$ cat config.mk
export PLATFORM = sky130hd
export DESIGN_NAME = capsense_scan_sequencer_flat
export DESIGN_NICKNAME = d
export VERILOG_FILES = /design/src/rtl/capsense_scan_sequencer_pkg.sv /design/src/rtl/capsense_scan_sequencer_if.sv /design/src/rtl/capsense_seq_timer.sv /design/src/rtl/capsense_scan_sequencer.sv /design/src/flat_wrapper.sv
export SDC_FILE = /design/constraint.sdc
export NUM_CORES = 1
export LEC_CHECK = 0
export CAP_MARGIN = 20
export CORE_MARGIN = 5
export CORE_UTILIZATION = 40
export DETAILED_ROUTE_END_ITERATION = 16
export GPL_TIMING_DRIVEN = 0
export PLACE_DENSITY_LB_ADDON = 0.15
export SETUP_SLACK_MARGIN = 0.3
export SYNTH_ARGS = -nofsm -noshare
export SYNTH_HDL_FRONTEND = slang
export SYNTH_SLANG_ARGS = --single-unit
$ cat constraint.sdc
create_clock -name op_clock -period 5.2 [get_ports op_clock]
set_clock_uncertainty 0.15 [all_clocks]
set_input_delay 1.04 -clock op_clock [delete_from_list [all_inputs] [get_ports op_clock]]
set_output_delay 1.04 -clock op_clock [all_outputs]
set_load 0.02 [all_outputs]
$ cat src/rtl/capsense_scan_sequencer_pkg.sv
// Shared types and constants for the CapSense scan sequencer slice.
package capsense_pkg;

  typedef enum logic [2:0] {
    ST_IDLE,
    ST_SETTLE,
    ST_ARM,
    ST_WRITE,
    ST_RELEASE,
    ST_NEXT
  } capsense_state_e;

  // Sliced down to CountWidth at the point of use.
  localparam logic [63:0] CAPSNS_TIMEOUT_CODE = '1;

  localparam int CAPSNS_DEF_SETTLE  = 16;
  localparam int CAPSNS_DEF_TIMEOUT = 4095;
  localparam int CAPSNS_TIMER_W     = 16;

endpackage

$ cat src/rtl/capsense_scan_sequencer_if.sv
// Measure-channel start/done handshake plus result RAM write port.
interface capsense_scan_sequencer_if #(
  parameter int SensorWidth = 4,
  parameter int CountWidth  = 16
);
  logic                   meas_start;
  logic                   meas_done;
  logic [CountWidth-1:0]  raw_count;
  logic [SensorWidth-1:0] sensor_sel;
  logic                   res_we;
  logic [SensorWidth-1:0] res_waddr;
  logic [CountWidth-1:0]  res_wdata;

  modport master (
    output meas_start, sensor_sel, res_we, res_waddr, res_wdata,
    input  meas_done, raw_count
  );

  modport slave (
    input  meas_start, sensor_sel, res_we, res_waddr, res_wdata,
    output meas_done, raw_count
  );
endinterface

$ cat src/rtl/capsense_seq_timer.sv
// Loadable down-counter shared by the settle and handshake-timeout phases.
module capsense_seq_timer #(
  parameter int Width = 16
) (
  input  logic             op_clock,
  input  logic             reset,
  input  logic             load,
  input  logic [Width-1:0] value,
  input  logic             enable,
  output logic             zero
);
  logic [Width-1:0] cnt_d, cnt_q;

  // Saturates at zero so a long wait cannot wrap into a fresh count.
  always_comb begin
    cnt_d = cnt_q;
    if (load)
      cnt_d = value;
    else if (enable && (cnt_q != '0))
      cnt_d = cnt_q - Width'(1);
  end

  always_ff @(posedge op_clock) begin
    if (reset) cnt_q <= '0;
    else       cnt_q <= cnt_d;
  end

  assign zero = (cnt_q == '0);
endmodule

$ cat src/rtl/capsense_scan_sequencer.sv
// Steps the sensor mux through 0..sensor_last, handshaking one measurement per sensor.
module capsense_scan_sequencer
  import capsense_pkg::*;
#(
  parameter int SensorWidth   = 4,
  parameter int CountWidth    = 16,
  parameter int SettleCycles  = CAPSNS_DEF_SETTLE,
  parameter int TimeoutCycles = CAPSNS_DEF_TIMEOUT
) (
  input  logic                   op_clock,
  input  logic                   reset,
  input  logic                   go,
  input  logic                   abort,
  input  logic [SensorWidth-1:0] sensor_last,
  capsense_scan_sequencer_if.master meas_if,
  output logic                   busy,
  output logic                   scan_done,
  output logic                   timeout_err
);
  localparam logic [CAPSNS_TIMER_W-1:0] SettleLoad = CAPSNS_TIMER_W'(SettleCycles);
  // Zero is reached after exactly TimeoutCycles enabled cycles.
  localparam logic [CAPSNS_TIMER_W-1:0] TmoLoad    = CAPSNS_TIMER_W'(TimeoutCycles - 1);
  localparam logic [CountWidth-1:0]     TmoCode    = CAPSNS_TIMEOUT_CODE[CountWidth-1:0];

  capsense_state_e        state_d, state_q;
  logic [SensorWidth-1:0] sel_d, sel_q;
  logic [SensorWidth-1:0] last_d, last_q;
  logic [CountWidth-1:0]  wdata_d, wdata_q;
  logic                   meas_start_d, meas_start_q;
  logic                   res_we_d, res_we_q;
  logic                   busy_d, busy_q;
  logic                   scan_done_d, scan_done_q;
  logic                   tmo_d, tmo_q;
  logic                   seen_low_d, seen_low_q;

  logic                      tmr_load, tmr_en, tmr_zero;
  logic [CAPSNS_TIMER_W-1:0] tmr_value;

  capsense_seq_timer #(.Width(CAPSNS_TIMER_W)) u_timer (
    .op_clock (op_clock),
    .reset    (reset),
    .load     (tmr_load),
    .value    (tmr_value),
    .enable   (tmr_en),
    .zero     (tmr_zero)
  );

  always_comb begin
    state_d      = state_q;
    sel_d        = sel_q;
    last_d       = last_q;
    wdata_d      = wdata_q;
    meas_start_d = meas_start_q;
    res_we_d     = 1'b0;
    scan_done_d  = 1'b0;
    tmo_d        = tmo_q;
    seen_low_d   = seen_low_q;
    tmr_load     = 1'b0;
    tmr_en       = 1'b0;
    tmr_value    = SettleLoad;

    unique case (state_q)
      ST_IDLE: begin
        if (go && !abort) begin
          last_d   = sensor_last;
          sel_d    = '0;
          tmo_d    = 1'b0;
          tmr_load = 1'b1;
          state_d  = ST_SETTLE;
        end
      end
      ST_SETTLE: begin
        tmr_en     = 1'b1;
        seen_low_d = 1'b0;
        if (tmr_zero) begin
          meas_start_d = 1'b1;
          tmr_load     = 1'b1;
          tmr_value    = TmoLoad;
          state_d      = ST_ARM;
        end
      end
      ST_ARM: begin
        tmr_en = 1'b1;
        // A done level left over from an earlier measurement must drop first.
        if (!meas_if.meas_done) seen_low_d = 1'b1;
        if (meas_if.meas_done && seen_low_q) begin
          wdata_d  = meas_if.raw_count;
          res_we_d = 1'b1;
          state_d  = ST_WRITE;
        end else if (tmr_zero) begin
          wdata_d  = TmoCode;
          tmo_d    = 1'b1;
          res_we_d = 1'b1;
          state_d  = ST_WRITE;
        end
      end
      ST_WRITE: begin
        meas_start_d = 1'b0;
        tmr_load     = 1'b1;
        tmr_value    = TmoLoad;
        state_d      = ST_RELEASE;
      end
      ST_RELEASE: begin
        tmr_en = 1'b1;
        if (!meas_if.meas_done) begin
          state_d = ST_NEXT;
        end else if (tmr_zero) begin
          tmo_d   = 1'b1;
          state_d = ST_NEXT;
        end
      end
      ST_NEXT: begin
        if (sel_q == last_q) begin
          scan_done_d = 1'b1;
          state_d     = ST_IDLE;
        end else begin
          sel_d    = sel_q + SensorWidth'(1);
          tmr_load = 1'b1;
          state_d  = ST_SETTLE;
        end
      end
      default: state_d = ST_IDLE;
    endcase

    if (abort && (state_q != ST_IDLE)) begin
      state_d      = ST_IDLE;
      meas_start_d = 1'b0;
      res_we_d     = 1'b0;
      scan_done_d  = 1'b0;
      sel_d        = sel_q;
      tmo_d        = tmo_q;
      wdata_d      = wdata_q;
    end

    busy_d = (state_d != ST_IDLE);
  end

  always_ff @(posedge op_clock) begin
    if (reset) begin
      state_q      <= ST_IDLE;
      sel_q        <= '0;
      last_q       <= '0;
      wdata_q      <= '0;
      meas_start_q <= 1'b0;
      res_we_q     <= 1'b0;
      busy_q       <= 1'b0;
      scan_done_q  <= 1'b0;
      tmo_q        <= 1'b0;
      seen_low_q   <= 1'b0;
    end else begin
      state_q      <= state_d;
      sel_q        <= sel_d;
      last_q       <= last_d;
      wdata_q      <= wdata_d;
      meas_start_q <= meas_start_d;
      res_we_q     <= res_we_d;
      busy_q       <= busy_d;
      scan_done_q  <= scan_done_d;
      tmo_q        <= tmo_d;
      seen_low_q   <= seen_low_d;
    end
  end

  assign meas_if.meas_start = meas_start_q;
  assign meas_if.sensor_sel = sel_q;
  assign meas_if.res_we     = res_we_q;
  assign meas_if.res_waddr  = sel_q;
  assign meas_if.res_wdata  = wdata_q;
  assign busy               = busy_q;
  assign scan_done          = scan_done_q;
  assign timeout_err        = tmo_q;
endmodule
$ cat src/flat_wrapper.sv
// flat-port wrapper written by rule: the top's interface ports become plain ports
module capsense_scan_sequencer_flat import capsense_pkg::*;
#(
  parameter int SensorWidth   = 4,
  parameter int CountWidth    = 16,
  parameter int SettleCycles  = CAPSNS_DEF_SETTLE,
  parameter int TimeoutCycles = CAPSNS_DEF_TIMEOUT
)
  (op_clock, reset, go, abort, sensor_last, busy, scan_done, timeout_err, meas_if_meas_start, meas_if_sensor_sel, meas_if_res_we, meas_if_res_waddr, meas_if_res_wdata, meas_if_meas_done, meas_if_raw_count);
  capsense_scan_sequencer_if #(.SensorWidth(SensorWidth), .CountWidth(CountWidth)) meas_if_i ();
  input  logic op_clock;
  input  logic reset;
  input  logic go;
  input  logic abort;
  input  logic [SensorWidth-1:0] sensor_last;
  output logic busy;
  output logic scan_done;
  output logic timeout_err;
  output wire logic [$bits(meas_if_i.meas_start)-1:0] meas_if_meas_start;
  output wire logic [$bits(meas_if_i.sensor_sel)-1:0] meas_if_sensor_sel;
  output wire logic [$bits(meas_if_i.res_we)-1:0] meas_if_res_we;
  output wire logic [$bits(meas_if_i.res_waddr)-1:0] meas_if_res_waddr;
  output wire logic [$bits(meas_if_i.res_wdata)-1:0] meas_if_res_wdata;
  input wire logic [$bits(meas_if_i.meas_done)-1:0] meas_if_meas_done;
  input wire logic [$bits(meas_if_i.raw_count)-1:0] meas_if_raw_count;
  assign meas_if_meas_start = meas_if_i.meas_start;
  assign meas_if_sensor_sel = meas_if_i.sensor_sel;
  assign meas_if_res_we = meas_if_i.res_we;
  assign meas_if_res_waddr = meas_if_i.res_waddr;
  assign meas_if_res_wdata = meas_if_i.res_wdata;
  assign meas_if_i.meas_done = meas_if_meas_done;
  assign meas_if_i.raw_count = meas_if_raw_count;
  capsense_scan_sequencer #(.SensorWidth(SensorWidth), .CountWidth(CountWidth), .SettleCycles(SettleCycles), .TimeoutCycles(TimeoutCycles)) u_core (.op_clock(op_clock), .reset(reset), .go(go), .abort(abort), .sensor_last(sensor_last), .meas_if(meas_if_i), .busy(busy), .scan_done(scan_done), .timeout_err(timeout_err));
endmodule
# Word-level counts from Yosys, hierarchy flattened
# Index checks and enable logic that the tools add are counted.
# classes
n_addsub	2
eq_ne	12
n_bitwise	3
mux	34
reduce_logical	26
# ops
op	count
16-bit 2-to-1 mux	4
16-bit one-hot mux with 2 select lines	1
3-bit 2-to-1 mux	7
3-bit one-hot mux with 6 select lines	1
16-bit zero test	1
16-bit nonzero test	1
16-bit by 1-bit subtractor with 16-bit output, second input constant	1
1-bit 2-to-1 mux	13
12-bit 2-to-1 mux	1
2-bit nonzero test	5
3-bit nonzero test	3
3-bit OR reduction	3
4-bit 2-to-1 mux	2
2-bit != test, second input constant	4
4-bit one-hot mux with 2 select lines	1
3-bit by 2-bit == test with 1-bit output, second input constant	2
3-bit == test, second input constant	2
2-bit AND reduction	3
5-bit AND reduction	1
4-bit by 1-bit adder with 4-bit output, second input constant	1
4-bit == test	1
1-bit logical AND	4
2-bit by 1-bit != test with 1-bit output, second input constant	2
1-bit one-hot mux with 2 select lines	2
9 further kinds	11
# word_totals
wordCells	88
output_inout_bits	29
register_bits	49

# Longest topological paths before layout
# Gate-level depths: netlist of the first run.
# depth
word_depth	6
ltp_mapped	10
ltp_nobuf	7

# Hierarchy
# From an unflattened synthesis of the first run, not the netlist that was laid out.
# unflattened
cells_unflattened	304
hier_area_um2	2572.5
# modules_own_cells
mod	cells_each	area_per_inst_um2	n_inst	seq_area_each_um2
capsense_scan_sequencer	190	1627.8	1	660.6
capsense_seq_timer	114	944.7	1	320.3

# Least setup slack after synthesis of the first run
# OpenSTA, ideal clock, no wires.
# synth_timing
path_type	input port to flip-flop
startpoint	in abort
endpoint	reg u_core.u_timer.cnt_q[13]
arrival_ps	2539
setup_slack_ps	2441
n_path_buf	2
required_time_ps	4980
stages	7
setup_ps	70
cell_sequence	clkbuf_1 > nor2_1 > and3_1 > clkbuf_1 > a221oi_2 > or4_1 > a21oi_1
# synth_via
elab_chain_cells	5
# synth_lines
item	line_no	source
start: declaration	flat_wrapper.sv:14	input logic abort;
1-bit zero test *	capsense_scan_sequencer.sv:64	if (go && !abort) begin
1-bit logical AND *	capsense_scan_sequencer.sv:64	
1-bit 2-to-1 mux *	capsense_scan_sequencer.sv:64	
1-bit one-hot mux with 4 select lines *	capsense_scan_sequencer.sv:62	unique case (state_q)
16-bit 2-to-1 mux / 2-bit nonzero test (equally long branches)	n/a	
end signal: assignment	capsense_seq_timer.sv:25	else cnt_q <= cnt_d;
end: declaration	capsense_seq_timer.sv:12	logic [Width-1:0] cnt_d, cnt_q;
# Mark *: on every way between the ends. The rest lies on a longest branch, timed or not.
# A chain may end at the register's enable or synchronous reset.

# Worst setup path in the final report of the first run
# layout_timing
startpoint	reg u_core.u_timer.cnt_q[0]
endpoint	reg u_core.wdata_q[6] (netlist: u_core.meas_if.res_wdata[6])
# layout_via
elab_chain_cells	3
# layout_lines
item	line_no	source
16-bit zero test	capsense_seq_timer.sv:28	assign zero = (cnt_q == '0);
2-bit nonzero test (no source line)	n/a	
3-bit AND reduction (no source line)	n/a	
end signal: assignment	capsense_scan_sequencer.sv:154	wdata_q <= wdata_d;
end: declaration	capsense_scan_sequencer.sv:28	logic [CountWidth-1:0] wdata_d, wdata_q;
# No other way between the ends.

==> run summary, run 1 <==
area occupied by multi-input gates: 1260 um^2
Peak Freq: 0.348 GHz
ratio of cells with drive above 1 in the final layout: 9.17%
via-per-instance ratio: 5.13
die height: 86.8 um
buffer cell driving the clock tree root: sky130_fd_sc_hd__clkbuf_8
DRT Pass-1 Iters: 5
clock latency at the later pin of the worst-skew pair: 0.30 ns
maximum buffer depth of the clock tree: 2
Post-CTS Hold Fix Bufs: 0
total of flip-flops plus latches after synthesis: 49
highest ir drop seen on vdd: 299 uV
DR WL/cell: 13.5 um
status: finished clean
hold slack final: 0.333 ns
GRT Util Overall: 15.5%
Die Wd: 86.8 um
IO Port Bufs: 52
Synthesized Nets: 306
DRC Markers: 0
setup tns final: 0 ns
required arrival time at the worst endpoint: 5.28 ns
HPWL after DPL: 4.08 mm
Crit Path Class: reg2reg
largest net degree at the start of global routing: 15
class of the worst hold path: reg2reg
wire length of the first global-routing pass: 9.43 mm
post-synthesis instance area: 2360 um^2
via count of the first global-routing pass: 2033
setup repair after global routing missed its margin: false
startpoint type of the worst setup path: flop
Starting Density: 40.6%
leakage power of the design: 0.00109 uW
drt total wl: 5.58 mm
count of endpoints failing hold in the final timing report: 0
number of synthesized flops with an enable pin: 0
Overflow after GRT: 0
Power Dens Cells: 518 nW/um^2
Cell Rows: 28
minimum period implied by the final worst setup slack: 2.88 ns
Slew HR: 55.0%
number of vias after detailed routing: 2119
count of filler cells inserted in the layout: 583
area of the placeable core: 5820 um^2
register cell area after layout: 981 um^2
clock tree from TritonCTS: yes
count of H-tree levels built during CTS: 2
average size of a mapped cell: 8.46 um^2
number of max-cap violations: 0
initial antenna violation count: 0
Warnings, synthesis: 0
First DRT Iteration DRCs: 125
Main synth FF type: sky130_fd_sc_hd__dfxtp_1
post-CTS clock slew at the launch and capture registers of the worst setup and hold paths: 0.09 ns
number of antenna-violating nets in the routed design: 0
I/O Pins: 54
largest fanout on the critical path: 10
CP arrival: 2.96 ns
Post-CTS Repair Setup Buffers: 0
number of gates resized after cts: 0
share of the clock period used by the worst path after layout: 55.3%
area enclosed by the die boundary: 7540 um^2
routability-driven placement congestion ratio: 0.813
Final setup viols: 0
Net count, final: 365
CTS buffer count: 5
kind of end point of the critical path: flop
area growth from synthesis to layout: 30.4%
cells after synthesis: 279
sequential fraction of the synthesis area: 41.5%
clock sinks: 49
worst slew pin tran: 0.667 ns
Diodes inserted: 0
fraction of registers with async set/reset: 0%
distinct cell type count of the synthesized netlist: 45
number of max-slew violations in the final report: 0
flip-flops by register name (all words and copies together), names as in the netlist:
register / flops
u_core.meas_if.res_we: 1
u_core.busy: 1
u_core.scan_done: 1
u_core.last_q: 4
u_core.meas_if.res_waddr: 4
u_core.u_timer.cnt_q: 16
u_core.timeout_err: 1
u_core.seen_low_q: 1
u_core.state_q: 3
u_core.meas_if.res_wdata: 16
u_core.meas_if.meas_start: 1
cells in the mapped netlist (all sizes together), types with 3 or more instances:
cell type	n	share of area (%)
a21oi	14	3.0
buf	6	2.1
nor3	24	7.0
xnor2	8	3.0
clkbuf	14	2.2
and2	3	0.79
dfxtp	49	42
nor4	7	2.5
o211ai	3	0.95
mux2i	5	2.1
or3	6	1.6
o21ai	20	4.2
or4	5	2.1
nand4	6	1.6
nand2	4	0.64
nor2b	3	0.79
nand3	4	0.85
nor2	56	8.9
xor2	10	3.7
inv	6	0.95
per-layer routing:
metal / GRT usage (%) / vias up / wire (um)
met5: 0 / - / 0
met1: 20.8 / 980 / 2600
li1: - / 1095 / -
met2: 25.1 / 37 / 2710
met3: 3.04 / 7 / 199
met4: 4.67 / 0 / 70
cell usage in the layout (no fill, tap or decap), drive strengths merged, types with 3 or more instances in the layout:
cell type       n
and2            3
nor4            7
a21oi          14
clkbuf         19
or4             5
xor2           10
o211ai          3
xnor2           8
mux2i           5
buf             6
o21ai          20
nand4           6
nor2b           3
clkdlybuf4s50  52
inv             6
nand3           4
nand2           4
nor3           24
dfxtp          49
nor2           56
or3             6
cell families (layout without fill, tap and decap cells):
family          Yosys count  after routing  synth area share [%]
compound gates           50             50                  13.2
xor+xnor                 18             18                  6.68
fa+ha+maj                 2              2                  1.06
buf+inv                  26             85                  5.25
flops                    49             49                  41.5
mux                       5              5                  2.12
simple gates            129            129                  30.1
stage by stage:
step                      total power (uW)  instances  utilization [%]  instance area [um^2]  setup WS (ns)
after floorplan                       1140        279                -                  2360           2.44
after global placement                1320        406             51.2                  2980           2.10
after detailed placement              1330        406             51.2                  2980           2.06
after CTS                             1600        413             52.9                  3080           2.32
after global routing                  1720        413             52.9                  3080           2.17
final                                 1590        413             52.9                  3080           2.32
critical path, stage by stage (launching register included):
cell and delay (ns):
sky130_fd_sc_hd__dfxtp_1 0.34, sky130_fd_sc_hd__inv_1 0.06, sky130_fd_sc_hd__ha_1 0.13, sky130_fd_sc_hd__clkbuf_1 0.28, sky130_fd_sc_hd__or3b_2 0.54, sky130_fd_sc_hd__or4_4 0.46
sky130_fd_sc_hd__buf_4 0.20, sky130_fd_sc_hd__a21boi_4 0.26, sky130_fd_sc_hd__buf_6 0.19, sky130_fd_sc_hd__nor2_1 0.05, sky130_fd_sc_hd__nor3_2 0.15
final cells by class:
type | count | area share (%)
plain buffers | 20 | 3.29
well taps | 75 | 3.05
clock buffers | 5 | 2.23
inverters | 6 | 0.731
multi-input cells | 204 | 40.8
clock inverters | 2 | 1.14
flip-flops and latches | 49 | 31.9
repair buffers | 52 | 16.9
report_power, final:
| part | internal (uW) | switching [uW] | leakage [uW] |
|---|---|---|---|
| sequential | 447 | 62.7 | 0.000397 |
| clock | 140 | 126 | 0.0000540 |
| combinational | 339 | 480 | 0.000638 |
final timing paths:
check	slack (ns)	cells past startpoint	startpoint	to
hold / removal	0.33	2	u_core.timeout_err$_SDFFE_PP0P_	u_core.timeout_err$_SDFFE_PP0P_
hold reg to reg	0.33	2	u_core.timeout_err$_SDFFE_PP0P_	u_core.timeout_err$_SDFFE_PP0P_
setup reg to reg	2.32	10	u_core.u_timer.cnt_q[0]$_SDFFE_PP0P_	u_core.meas_if.res_wdata[6]$_SDFFE_PP0P_
setup / recovery	2.32	10	u_core.u_timer.cnt_q[0]$_SDFFE_PP0P_	u_core.meas_if.res_wdata[6]$_SDFFE_PP0P_
Power figures use the tool's default switching activity.
==> run 2: changes to the inputs <==
- clock period: 5.2 -> 2.32 ns (I/O delays scaled with it)
==> run summary, run 2 (synthesis results as in run 1) <==
status: complete, but fails checks
failing checks: negative setup slack
post-CTS clock slew at the launch and capture registers of the worst setup and hold paths: 0.09 ns (about the same)
Diodes inserted: 0 (unchanged)
count of H-tree levels built during CTS: 2 (unchanged)
via count of the first global-routing pass: 2214 (+8.9%)
number of vias after detailed routing: 2225 (+5.0%)
Critical Path, Cell by Cell: or4_4, or4_4, buf_8, a21boi_4, buf_6, nor2_2, nor3_2
DRC Markers: 0 (unchanged)
PnR worst setup slack: -0.133 ns (-2.46 ns)
Crit Path Class: reg2reg
number of max-cap violations: 0 (unchanged)
share of the clock period used by the worst path after layout: 106% (+50 points)
leading cell type in the layout, fill and taps excluded: sky130_fd_sc_hd__clkdlybuf4s50_1
CTS buffer count: 5 (unchanged)
maximum buffer depth of the clock tree: 2 (unchanged)
hold slack final: 0.345 ns (+0.0119 ns)
highest ir drop seen on vdd: 618 uV (+110%)
Slew HR: 54.8% (-0.26 points)
delay of the slowest critical-path stage: 0.58 ns (+0.04 ns)
Net count, final: 383 (+4.9%)
area of the placeable core: 5820 um^2 (unchanged)
Starting Density: 40.6% (unchanged)
Overflow after GRT: 0 (unchanged)
ratio of cells with drive above 1 in the final layout: 29.1% (+20 points)
number of max-slew violations in the final report: 0 (unchanged)
I/O Pins: 54 (unchanged)
area occupied by multi-input gates: 1420 um^2 (+13%)
kind of end point of the critical path: flop
count of filler cells inserted in the layout: 536 (-8.1%)
setup repair after global routing missed its margin: true
core utilization of the finished layout: 59.7% (+6.8 points)
wire length of the first global-routing pass: 10.0 mm (+6.6%)
area growth from synthesis to layout: 47.1%
area enclosed by the die boundary: 7540 um^2 (unchanged)
startpoint type of the worst setup path: flop
clock latency at the later pin of the worst-skew pair: 0.30 ns (about the same)
Final setup viols: 27 (+27)
drt total wl: 6.03 mm (+8.2%)
Post-CTS Hold Fix Bufs: 0 (unchanged)
count of endpoints failing hold in the final timing report: 0 (unchanged)
HPWL after DPL: 3.98 mm (-2.5%)
Power Dens Cells: 1310 nW/um^2 (+150%)
routability-driven placement congestion ratio: 0.794 (-2.3%)
setup tns final: -1.93 ns (-1.93 ns)
leakage power of the design: 0.00132 uW (+21%)
class of the worst hold path: reg2reg
required arrival time at the worst endpoint: 2.40 ns (-2.88 ns)
Peak Freq: 0.408 GHz (+17%)
highest-count cells in the layout ignoring fill and taps: sky130_fd_sc_hd__clkdlybuf4s50_1 (48), sky130_fd_sc_hd__nor2_1 (41), sky130_fd_sc_hd__dfxtp_1 (37), sky130_fd_sc_hd__buf_4 (15)
slowest stage cell on the critical path: sky130_fd_sc_hd__or4_4
via-per-instance ratio: 5.15 (+0.38%)
register cell area after layout: 998 um^2 (+1.8%)
GRT Util Overall: 16.6% (+1.1 points)
die height: 86.8 um (unchanged)
worst slew pin tran: 0.678 ns (+0.0109 ns)
number of antenna-violating nets in the routed design: 0 (unchanged)
largest net degree at the start of global routing: 16 (+1)
Die Wd: 86.8 um (unchanged)
cell seen most often among critical-path stages: sky130_fd_sc_hd__or4_4
First DRT Iteration DRCs: 116 (-7.2%)
post-layout total power: 4540 uW (+180%)
Worst Path Buf+Inv: 2 (-2)
initial antenna violation count: 0 (unchanged)
buffer cell driving the clock tree root: sky130_fd_sc_hd__clkbuf_8
largest fanout on the critical path: 5 (-5)
DRT Pass-1 Iters: 4 (-1)
CP arrival: 2.53 ns (-0.43 ns)
minimum period implied by the final worst setup slack: 2.45 ns (-0.424 ns)
clock sinks: 49 (unchanged)
DR WL/cell: 14.0 um (+3.4%)
clock tree from TritonCTS: yes
cell family contributing the most delay on the critical path: simple AND/OR/NAND/NOR gates
Cell Rows: 28 (unchanged)
IO Port Bufs: 52 (unchanged)
run 2: cell count changes in the layout (fill, tap and decap cells not counted), moves of 10 or more:
| cell | before | now |
|---|---|---|
| sky130_fd_sc_hd__buf_4 | 5 | 15 |
| sky130_fd_sc_hd__dfxtp_1 | 49 | 37 |
| sky130_fd_sc_hd__dfxtp_2 | 0 | 11 |
| sky130_fd_sc_hd__nor2_1 | 56 | 41 |
| sky130_fd_sc_hd__nor2_2 | 0 | 14 |
| sky130_fd_sc_hd__o21ai_0 | 19 | 5 |
| sky130_fd_sc_hd__o21ai_1 | 1 | 11 |
run 2: timing repair:
action                                  in CTS  in global routing
cloned                                       2                  0
endpoints found under the setup margin      43                 42
pin swaps                                   38                 19
setup buffers                               11                  5
resized for setup                           38                 49
run 2: layout make-up:
type / count / area share, %
timing repair buffer: 70 / 20.0
clock buffer: 6 / 2.09
tap: 75 / 2.70
buffer: 20 / 3.93
clock inverter: 2 / 1.12
inverter: 6 / 0.648
sequential: 49 / 28.7
multi-input combinational: 204 / 40.8
run 2: path summary, 6_finish.rpt:
check	slack [ns]	depth (start not counted)	endpoint	start
setup / recovery	-0.13	7	u_core.meas_if.res_wdata[5]$_SDFFE_PP0P_	u_core.u_timer.cnt_q[3]$_SDFFE_PP0P_
hold / removal	0.35	2	u_core.seen_low_q$_SDFFE_PP0P_	u_core.seen_low_q$_SDFFE_PP0P_
setup reg to reg	-0.13	7	u_core.meas_if.res_wdata[5]$_SDFFE_PP0P_	u_core.u_timer.cnt_q[3]$_SDFFE_PP0P_
hold reg to reg	0.35	2	u_core.seen_low_q$_SDFFE_PP0P_	u_core.seen_low_q$_SDFFE_PP0P_
run 2: per-layer routing:
layer / up-vias / GRT usage, % / routed length, um
met3: 6 / 3.99 / 218
li1: 1134 / - / -
met2: 39 / 27.5 / 3030
met1: 1046 / 21.3 / 2710
met5: - / 0 / 0
met4: 0 / 5.24 / 67
run 2: through the flow:
stage | setup WS (ns) | instances | instance area, um^2
after detailed placement | -0.273 | 406 | 3010
after global placement | -0.247 | 406 | 3010
after CTS | -0.150 | 427 | 3310
after floorplan | -0.0717 | 279 | 2390
final | -0.133 | 432 | 3470
after global routing | -0.212 | 432 | 3470
run 2: worst min-delay path, delay by kind of cell (launching register included):
kind	cells	cell delay, ns
AOI/OAI and AO/OA	2	0.13
DFF	1	0.32
run 2: report_power, final:
group          internal, uW  switching, uW  leakage, uW
clock network           324            287    0.0000554
logic                  1390           1370     0.000858
registers              1020            149     0.000403
